$ cat src/rtl/vga_pkg.sv
// rtl/vga_pkg.sv - screen geometry, bus widths and feeder state shared with the VGA output block
package vga_pkg;

  localparam int SCREEN_WIDTH  = 1024;
  localparam int SCREEN_HEIGHT = 768;
  localparam int X_W           = 11;
  localparam int Y_W           = 12;
  localparam int D_W           = 12;

  typedef enum logic {
    FILL = 1'b0,
    WAIT = 1'b1
  } feed_state_t;

endpackage

$ cat src/rtl/vga_line_feeder_if.sv
// rtl/vga_line_feeder_if.sv - upstream pixel stream plus VGA line-buffer write port
interface vga_line_feeder_if;
  import vga_pkg::*;

  logic [D_W-1:0] PIX_DATA;
  logic           PIX_VALID;
  logic           PIX_READY;
  logic [Y_W-1:0] REQ_Y;
  logic           PROGRAM_OUT;
  logic [X_W-1:0] X_OUT;
  logic [Y_W-1:0] Y_OUT;
  logic [D_W-1:0] DATA_OUT;

  // master is the feeder: it sinks pixels and drives the write port
  modport master (
    input  PIX_DATA, PIX_VALID,
    output PIX_READY, REQ_Y, PROGRAM_OUT, X_OUT, Y_OUT, DATA_OUT
  );

  modport slave (
    output PIX_DATA, PIX_VALID,
    input  PIX_READY, REQ_Y, PROGRAM_OUT, X_OUT, Y_OUT, DATA_OUT
  );

endinterface

$ cat src/rtl/edge_detect_rise.sv
// rtl/edge_detect_rise.sv - one-bit registered rising-edge detector, synchronous active-high reset
module edge_detect_rise (
  input  logic i_clk,
  input  logic i_rst,
  input  logic i_d,
  output logic o_rise
);

  logic r_q;

  always_ff @(posedge i_clk) begin
    if (i_rst) r_q <= 1'b0;
    else       r_q <= i_d;
  end

  assign o_rise = i_d & ~r_q;

endmodule

$ cat src/rtl/vga_line_feeder.sv
// rtl/vga_line_feeder.sv - fills the VGA single-line buffer one line ahead of the raster
module vga_line_feeder
  import vga_pkg::*;
(
  input  logic              CLK,
  input  logic              RST,
  input  logic              LINEEND_IN,
  vga_line_feeder_if.master bus,
  output logic              LINE_DONE,
  output logic              UNDERRUN
);

  feed_state_t    r_state, w_state_nxt;
  logic           w_lineend_rise, w_accept, w_last, w_underrun, w_ready_nxt;
  logic [X_W-1:0] r_x_cnt, w_x_cnt_nxt;
  logic [Y_W-1:0] r_req_y, w_req_y_nxt;
  logic           r_pix_ready, r_prog_n, r_line_done, r_underrun;
  logic [X_W-1:0] r_x_out;
  logic [Y_W-1:0] r_y_out;
  logic [D_W-1:0] r_data_out;

  edge_detect_rise u_lineend_edge (
    .i_clk  (CLK),
    .i_rst  (RST),
    .i_d    (LINEEND_IN),
    .o_rise (w_lineend_rise)
  );

  assign w_accept = bus.PIX_VALID & r_pix_ready;
  assign w_last   = w_accept && (r_x_cnt == X_W'(SCREEN_WIDTH - 1));

  always_ff @(posedge CLK) begin
    if (RST) r_state <= FILL;
    else     r_state <= w_state_nxt;
  end

  // a line-end edge coinciding with the final beat skips WAIT entirely
  always_comb begin
    w_state_nxt = r_state;
    case (r_state)
      FILL: if (w_last && !w_lineend_rise) w_state_nxt = WAIT;
      WAIT: if (w_lineend_rise)            w_state_nxt = FILL;
    endcase
  end

  always_comb begin
    w_ready_nxt = (w_state_nxt == FILL);
    w_underrun  = (r_state == FILL) && w_lineend_rise && !w_last;
    w_x_cnt_nxt = r_x_cnt;
    w_req_y_nxt = r_req_y;
    if (w_lineend_rise) begin
      w_x_cnt_nxt = '0;
      w_req_y_nxt = (r_req_y == Y_W'(SCREEN_HEIGHT - 1)) ? '0 : r_req_y + Y_W'(1);
    end else if (w_accept) begin
      w_x_cnt_nxt = w_last ? '0 : r_x_cnt + X_W'(1);
    end
  end

  always_ff @(posedge CLK) begin
    if (RST) begin
      r_x_cnt     <= '0;
      r_req_y     <= '0;
      r_pix_ready <= 1'b0;
      r_prog_n    <= 1'b1;
      r_x_out     <= '0;
      r_y_out     <= '0;
      r_data_out  <= '0;
      r_line_done <= 1'b0;
      r_underrun  <= 1'b0;
    end else begin
      r_x_cnt     <= w_x_cnt_nxt;
      r_req_y     <= w_req_y_nxt;
      r_pix_ready <= w_ready_nxt;
      r_prog_n    <= ~w_accept;
      r_line_done <= w_last;
      r_underrun  <= w_underrun;
      if (w_accept) begin
        r_x_out    <= r_x_cnt;
        r_y_out    <= r_req_y;
        r_data_out <= bus.PIX_DATA;
      end
    end
  end

  assign bus.PIX_READY   = r_pix_ready;
  assign bus.REQ_Y       = r_req_y;
  assign bus.PROGRAM_OUT = r_prog_n;
  assign bus.X_OUT       = r_x_out;
  assign bus.Y_OUT       = r_y_out;
  assign bus.DATA_OUT    = r_data_out;
  assign LINE_DONE       = r_line_done;
  assign UNDERRUN        = r_underrun;

endmodule

$ cat src/flat_wrapper.sv
// flat-port wrapper written by rule: the top's interface ports become plain ports
module vga_line_feeder_flat import vga_pkg::*;
  (CLK, RST, LINEEND_IN, LINE_DONE, UNDERRUN, bus_PIX_DATA, bus_PIX_VALID, bus_PIX_READY, bus_REQ_Y, bus_PROGRAM_OUT, bus_X_OUT, bus_Y_OUT, bus_DATA_OUT);
  vga_line_feeder_if bus_i ();
  input  logic CLK;
  input  logic RST;
  input  logic LINEEND_IN;
  output logic LINE_DONE;
  output logic UNDERRUN;
  input wire logic [$bits(bus_i.PIX_DATA)-1:0] bus_PIX_DATA;
  input wire logic [$bits(bus_i.PIX_VALID)-1:0] bus_PIX_VALID;
  output wire logic [$bits(bus_i.PIX_READY)-1:0] bus_PIX_READY;
  output wire logic [$bits(bus_i.REQ_Y)-1:0] bus_REQ_Y;
  output wire logic [$bits(bus_i.PROGRAM_OUT)-1:0] bus_PROGRAM_OUT;
  output wire logic [$bits(bus_i.X_OUT)-1:0] bus_X_OUT;
  output wire logic [$bits(bus_i.Y_OUT)-1:0] bus_Y_OUT;
  output wire logic [$bits(bus_i.DATA_OUT)-1:0] bus_DATA_OUT;
  assign bus_i.PIX_DATA = bus_PIX_DATA;
  assign bus_i.PIX_VALID = bus_PIX_VALID;
  assign bus_PIX_READY = bus_i.PIX_READY;
  assign bus_REQ_Y = bus_i.REQ_Y;
  assign bus_PROGRAM_OUT = bus_i.PROGRAM_OUT;
  assign bus_X_OUT = bus_i.X_OUT;
  assign bus_Y_OUT = bus_i.Y_OUT;
  assign bus_DATA_OUT = bus_i.DATA_OUT;
  vga_line_feeder u_core (.CLK(CLK), .RST(RST), .LINEEND_IN(LINEEND_IN), .bus(bus_i), .LINE_DONE(LINE_DONE), .UNDERRUN(UNDERRUN));
endmodule
$ cat config.mk
export PLATFORM = sky130hd
export DESIGN_NAME = vga_line_feeder_flat
export DESIGN_NICKNAME = d
export VERILOG_FILES = /design/src/rtl/vga_pkg.sv /design/src/rtl/vga_line_feeder_if.sv /design/src/rtl/edge_detect_rise.sv /design/src/rtl/vga_line_feeder.sv /design/src/flat_wrapper.sv
export SDC_FILE = /design/constraint.sdc
export NUM_CORES = 1
export LEC_CHECK = 0
export BUFFER_PORTS_ARGS = -buffer_cell sky130_fd_sc_hd__buf_2
export CAP_MARGIN = 5
export CORE_MARGIN = 2
export CORE_UTILIZATION = 45
export CTS_CLUSTER_SIZE = 24
export DETAILED_ROUTE_END_ITERATION = 16
export PLACE_DENSITY = 0.69
export SLEW_MARGIN = 20
export SYNTH_ARGS = -nofsm -noshare
export SYNTH_HDL_FRONTEND = slang
export SYNTH_SLANG_ARGS = --single-unit
$ cat constraint.sdc
create_clock -name CLK -period 2.74 [get_ports CLK]
set_clock_uncertainty 0.05 [all_clocks]
set_input_delay 0.274 -clock CLK [delete_from_list [all_inputs] [get_ports CLK]]
set_output_delay 0.274 -clock CLK [all_outputs]
set_load 0.05 [all_outputs]
==> summary.md, run 1 <==
| Metric | Value |
|---|---|
| Distinct cells, synth | `36` |
| DRT iter0 DRCs | `138` |
| DR WL/cell | `12.2 microns` |
| Setup Buffers After CTS | `0` |
| Tcrit/Tclk final | `0.608` |
| Clk Tree Root Cell | `clkbuf_8` |
| WS Path Type | `flop to flop` |
| Clock sink count | `64` |
| Die ar. | `6160 sq um` |
| Final Power | `1.71 mW` |
| Synth warn | `0` |
| Req. time, crit path | `2.95 ns` |
| H-tree Lvls | `3` |
| Gr ovfl total | `0` |
| Post-CTS resize count | `0` |
| Busiest layer in global routing | `met2` |
| Port buffer count | `66` |
| Drt drc | `0` |
| Leakage | `1.23 nW` |
| Mapped Cells | `290` |
| Fin. Hold Viols | `0` |
| Via Count | `2130` |
| Area of the core | `5440 sq um` |
| Met3 Resource Use GR | `0.0448` |
| Ratio of cells with drive above 1 in the final layout | `0.258` |
| Drt total wl | `5230 microns` |
| Placed insts | `416` |
| Vias per cell | `4.97` |
| Rows | `27` |
| Post-synth EDFFs | `0` |
| Total CTS buffers | `9` |
| Placer Congestion | `0.786` |
| FMAX | `600 MHz` |
| Mean post-synth cell area | `8.61 sq um` |
| CTS clock-pin slew for the worst setup and hold paths | `0.06 ns` |
| M2 GR Usage | `0.294` |
| Pin count of the biggest net entering global routing | `29` |
| CTS tree | `yes` |
| Post-layout min period | `1.67 ns` |
| Cell area after synthesis | `2500 sq um` |
| Clk_lat worst skew | `0.33 ns` |
| Post-route ant nets | `0` |
| Filler Cells Inserted | `532` |
| Num ports | `67` |
| Number of synthesized register bits | `64` |
| Grt met1 use | `0.225` |
| CP startpoint kind | `flop` |
| Critical-path maximum fanout | `27` |
| Worst EP arrival | `1.88 ns` |
| Inserted Diodes | `0` |
| Top_reg_cell synth | `dfxtp_1` |
| Peak supply drop | `252 uV` |
| Die Ht | `78.5 microns` |
| Post-Syn Nets | `308` |
| Initial core utilization | `0.459` |
| Final setup violation count | `0` |
| Vias in the first global route | `1959` |
| Max-slew violations | `0` |
| TritonRoute pass-1 iters | `4` |
| Worst hold path type | `input pin to flop` |
| Area Overhead vs Synth | `20.8%` |
| Gr usage total | `0.182` |
| Initial antenna violation count | `0` |
| Synth async-reset ratio | `0` |
| Setup TNS | `0 ns` |
| RSZ-0062 raised after global routing | `no` |
| Die width | `78.5 microns` |
| Status | `finished clean` |
| CP endpoint kind | `flop` |
| Final net count | `373` |
| Multi-input logic area | `1150 sq um` |
| Sequential Area | `1280 sq um` |
| Global-route wire length before repair | `8850 microns` |
| HPWL after detailed placement | `3700 microns` |
| Number of hold buffers added after CTS | `0` |
| Seq/Total Area, Yosys | `0.513` |
| Clock buffer depth | `2` |
| Post-Layout Cell Count | `429` |
| Worst Tran Pin Value | `0.877 ns` |
| PwrDens | `568 nW/um^2` |
| Rel. slew slack | `0.414` |
| Max-Cap Viols | `0` |
==> placed cells by master, fill, tap and decap left out, drive strengths merged, types with 2 or more instances in the layout <==
cell type and count:
a21oi 35, a31o 2, and2 2, and3 3
buf 69, clkbuf 11, clkinv 2, dfxtp 64
ha 2, nand2 83, nand2b 3, nand3 6
nand4 9, nor2 24, nor2b 2, nor3 4
nor4 6, xnor2 7, xor2 11
==> Yosys cell counts (2+ instances only) <==
cell | n | area share
a21oi_1 | 35 | 0.070
a31o_2 | 2 | 0.0070
and2_1 | 2 | 0.0050
and3_1 | 3 | 0.0075
buf_2 | 8 | 0.016
clkbuf_1 | 6 | 0.0090
dfxtp_1 | 64 | 0.51
ha_1 | 2 | 0.010
nand2_1 | 83 | 0.12
nand2b_1 | 3 | 0.0075
nand3_1 | 5 | 0.010
nand4_1 | 8 | 0.020
nor2_1 | 23 | 0.035
nor2b_1 | 2 | 0.0050
nor3_1 | 4 | 0.0080
nor4_1 | 2 | 0.0050
nor4_2 | 2 | 0.010
nor4_4 | 2 | 0.017
xnor2_1 | 7 | 0.025
xor2_1 | 11 | 0.039
==> power breakdown <==
| group | switching (mW) | internal, mW |
|---|---|---|
| sequential | 0.0110 | 0.946 |
| combinational | 0.103 | 0.0343 |
| clock | 0.307 | 0.310 |
| total | 0.421 | 1.29 |
==> worst max-delay path, cell delays in order, from the launching register on <==
cell	delay (ns)
dfxtp_1	0.37
and2_1	0.54
buf_4	0.40
nand2_1	0.11
a21oi_1	0.12
==> flip-flops by register name (all words and copies together) (netlist names) <==
| name | flops |
|---|---|
| u_core.bus.DATA_OUT | 12 |
| u_core.bus.REQ_Y | 12 |
| u_core.bus.Y_OUT | 12 |
| u_core.bus.X_OUT | 11 |
| u_core.r_x_cnt | 11 |
| u_core.LINE_DONE | 1 |
| u_core.UNDERRUN | 1 |
| u_core.bus.PIX_READY | 1 |
| u_core.bus.PROGRAM_OUT | 1 |
| u_core.r_state | 1 |
| u_core.u_lineend_edge.r_q | 1 |
==> final timing paths <==
check,to,slack [ns],cells past startpoint,start
worst max-delay path,u_core.bus.DATA_OUT[7],1.07,4,u_core.bus.PIX_READY
worst min-delay path,u_core.bus.DATA_OUT[1],0.13,3,bus_PIX_DATA[1]
worst max register to register,u_core.bus.DATA_OUT[7],1.07,4,u_core.bus.PIX_READY
worst min register to register,u_core.UNDERRUN,0.40,1,u_core.r_state
==> kinds of logic (layout without fill, tap and decap cells) <==
family | Yosys count | after routing | synth area share
AO/OA/AOI/OAI | 42 | 42 | 0.0927
XOR/XNOR | 18 | 18 | 0.0632
adder cells (fa/ha/maj) | 2 | 2 | 0.0100
buffers and inverters | 15 | 82 | 0.0266
flip-flops | 64 | 64 | 0.513
AND/OR/NAND/NOR | 149 | 149 | 0.294
==> metrics by stage <==
| step | cell area [sq um] | util | hold slack (ns) | worst slack, ns |
|---|---|---|---|---|
| final | 3010 | 0.554 | 0.132 | 1.07 |
| after global routing | 3010 | 0.554 | 0.120 | 0.897 |
| after CTS | 3010 | 0.554 | 0.119 | 1.07 |
| after detailed placement | 2870 | 0.528 | 0.391 | 1.02 |
| after global placement | 2870 | 0.528 | 0.389 | 1.06 |
| after floorplan | 2500 | - | 0.352 | 0.974 |
==> layer usage <==
metal  share of wire  vias to the layer above
li1                -                     1099
met1            0.48                      977
met3           0.057                        2
met5               0                        -
met2            0.46                       52
met4          0.0029                        0
==> area by class of cell <==
type,count,area share
clock buffer,11,0.0436
clock inverter,2,0.00332
multi-input combinational,211,0.381
sequential,64,0.425
tap,72,0.0299
timing repair buffer,69,0.117
(Power assumes the default switching activity.)
==> inputs of run 2 (changes only) <==
--- a/config.mk
+++ b/config.mk
@@ -11,7 +11,7 @@
 export CORE_UTILIZATION = 45
 export CTS_CLUSTER_SIZE = 24
 export DETAILED_ROUTE_END_ITERATION = 16
-export PLACE_DENSITY = 0.69
+export PLACE_DENSITY = 0.72
 export SLEW_MARGIN = 20
 export SYNTH_ARGS = -nofsm -noshare
 export SYNTH_HDL_FRONTEND = slang
==> constraint.sdc (replaced) <==
create_clock -name CLK -period 1.41 [get_ports CLK]
set_clock_uncertainty 0.05 [all_clocks]
set_input_delay 0.141 -clock CLK [delete_from_list [all_inputs] [get_ports CLK]]
set_output_delay 0.141 -clock CLK [all_outputs]
set_load 0.05 [all_outputs]
==> run 2 against run 1 <==
The run now ends with setup timing left. Worst setup slack worse by 1.1 ns. Hold slack worse by 0.083 ns. Sequential cell count unchanged. Utilization up 8.7 points. Die area stayed put. First-iteration DRC count fell by 53%. Cell area is 16% higher. Sequential share of layout area fell by 5.1 points. Register-to-register slack lost 1.1 ns. Clock-buffer cell count unchanged. Combinational power is 140% higher. Final cell count is 8.6% higher. Critical endpoint is now u_core.r_x_cnt[10]. Largest cell class unchanged. Largest power group unchanged.
==> summary.md, run 2 (same netlist as run 1, synthesis figures left out) <==
| Metric | Value |
|---|---|
| Status | `finished with violations` |
| Violated checks | `setup timing` |
| Tcrit/Tclk final | `1.00` |
| Rows | `27` |
| CTS clock-pin slew for the worst setup and hold paths | `0.07 ns` |
| Area after DPL | `3090 sq um` |
| Drt drc | `0` |
| Inserted Diodes | `0` |
| Port buffer count | `66` |
| Critical Path Max Stage Delay | `0.36 ns` |
| Area Overhead vs Synth | `39.8%` |
| Worst Tran Pin Value | `0.371 ns` |
| Placer Congestion | `0.765` |
| Die width | `78.5 microns` |
| Initial antenna violation count | `0` |
| Most frequent cells in the layout | `nand2_1 (82), buf_2 (66), dfxtp_1 (51)` |
| Peak supply drop | `663 uV` |
| Worst EP arrival | `1.59 ns` |
| Clock sink count | `64` |
| DR WL/cell | `12.5 microns` |
| Most common cell after layout, fill and taps aside | `nand2_1` |
| Worst hold path type | `input pin to flop` |
| Pin count of the biggest net entering global routing | `35` |
| Clk Tree Root Cell | `clkbuf_8` |
| DP Worst Slack | `-0.0358 ns` |
| PwrDens | `1100 nW/um^2` |
| Max-slew violations | `0` |
| Leakage | `1.44 nW` |
| Initial core utilization | `0.459` |
| Final instance area | `3490 sq um` |
| Vias per cell | `4.91` |
| Clk_lat worst skew | `0.34 ns` |
| Total CTS buffers | `9` |
| RSZ-0062 raised after global routing | `yes` |
| HPWL after detailed placement | `4010 microns` |
| FMAX | `707 MHz` |
| H-tree Lvls | `3` |
| Final net count | `407` |
| Gr ovfl total | `0` |
| Post-layout min period | `1.41 ns` |
| Vias in the first global route | `2162` |
| Post-Layout Cell Count | `466` |
| Final setup violation count | `1` |
| TritonRoute pass-1 iters | `4` |
| Gr usage total | `0.202` |
| Die Ht | `78.5 microns` |
| CP max stage cell | `dfxtp_2` |
| DRT iter0 DRCs | `65` |
| Clock buffer depth | `2` |
| CP startpoint kind | `flop` |
| Crit path cell chain | `ha_4, nand4_1, buf_4, or2_4, o211a_1` |
| Placed insts | `437` |
| CP endpoint kind | `flop` |
| Critical-path maximum fanout | `2` |
| Post-route ant nets | `0` |
| Die ar. | `6160 sq um` |
| Setup TNS | `-0.00427 ns` |
| Setup ws final | `-0.00427 ns` |
| Max-Cap Viols | `0` |
| WS Path Type | `flop to flop` |
| Ratio of cells with drive above 1 in the final layout | `0.368` |
| Drt total wl | `5840 microns` |
| Rel. slew slack | `0.753` |
| Req. time, crit path | `1.59 ns` |
| Final Power | `3.84 mW` |
| Num ports | `67` |
| Fin. Hold Viols | `0` |
| Area of the core | `5440 sq um` |
| Via Count | `2288` |
| CTS tree | `yes` |
| Global-route wire length before repair | `9760 microns` |
-- run 2: critical path: cells and delay by family, from the launching register on --
kind	cells	cell delay, ns
adders and majority gates	1	0.13
buffers and inverters	1	0.19
DFF	1	0.36
AOI/OAI and AO/OA	1	0.20
and+or+nand+nor	2	0.38
-- run 2: through the flow --
| step | util | hold slack (ns) |
|---|---|---|
| 3_5_place_dp | 0.568 | 0.338 |
| 3_3_place_gp | 0.568 | 0.333 |
| 6_report | 0.642 | 0.0495 |
| 5_1_grt | 0.642 | 0.0599 |
| 4_1_cts | 0.629 | 0.000901 |
| 2_1_floorplan | - | 0.219 |
-- run 2: final timing paths --
check	cells past startpoint	slack (ns)	startpoint	to
setup reg to reg	5	-0.004	u_core.r_x_cnt[1]	u_core.r_x_cnt[10]
hold / removal	2	0.05	LINEEND_IN	u_core.u_lineend_edge.r_q
setup / recovery	5	-0.004	u_core.r_x_cnt[1]	u_core.r_x_cnt[10]
hold reg to reg	2	0.40	u_core.bus.X_OUT[2]	u_core.bus.X_OUT[2]
-- run 2: repair_timing --
item	in CTS	in global routing
setup endpoints to repair	16	19
hold buffers	11	1
pin swaps	3	3
resized for setup	1	12
setup buffers	0	1
endpoints found under the hold margin	11	1
-- run 2: final cells by class --
cell class / count / area (sq um)
tap: 72 / 90.1
sequential: 64 / 1310
timing repair buffer: 103 / 651
clock buffer: 11 / 163
clock inverter: 5 / 52.6
fill: 472 / 1950
multi-input combinational: 211 / 1230
-- run 2: where the power goes --
group	switching (mW)	internal, mW	leakage, nW	total [mW]
Clock	0.692	0.962	0.110	1.65
Combinational	0.217	0.108	0.808	0.325
Sequential	0.0214	1.84	0.525	1.86
-- run 2: routing by layer --
metal  up-vias  GRT usage  share of wire
met1      1062      0.247           0.48
met3         7     0.0563          0.049
met4         0     0.0579          0.011
li1       1163          -              -
met2        56      0.347           0.46
met5         -          0              0
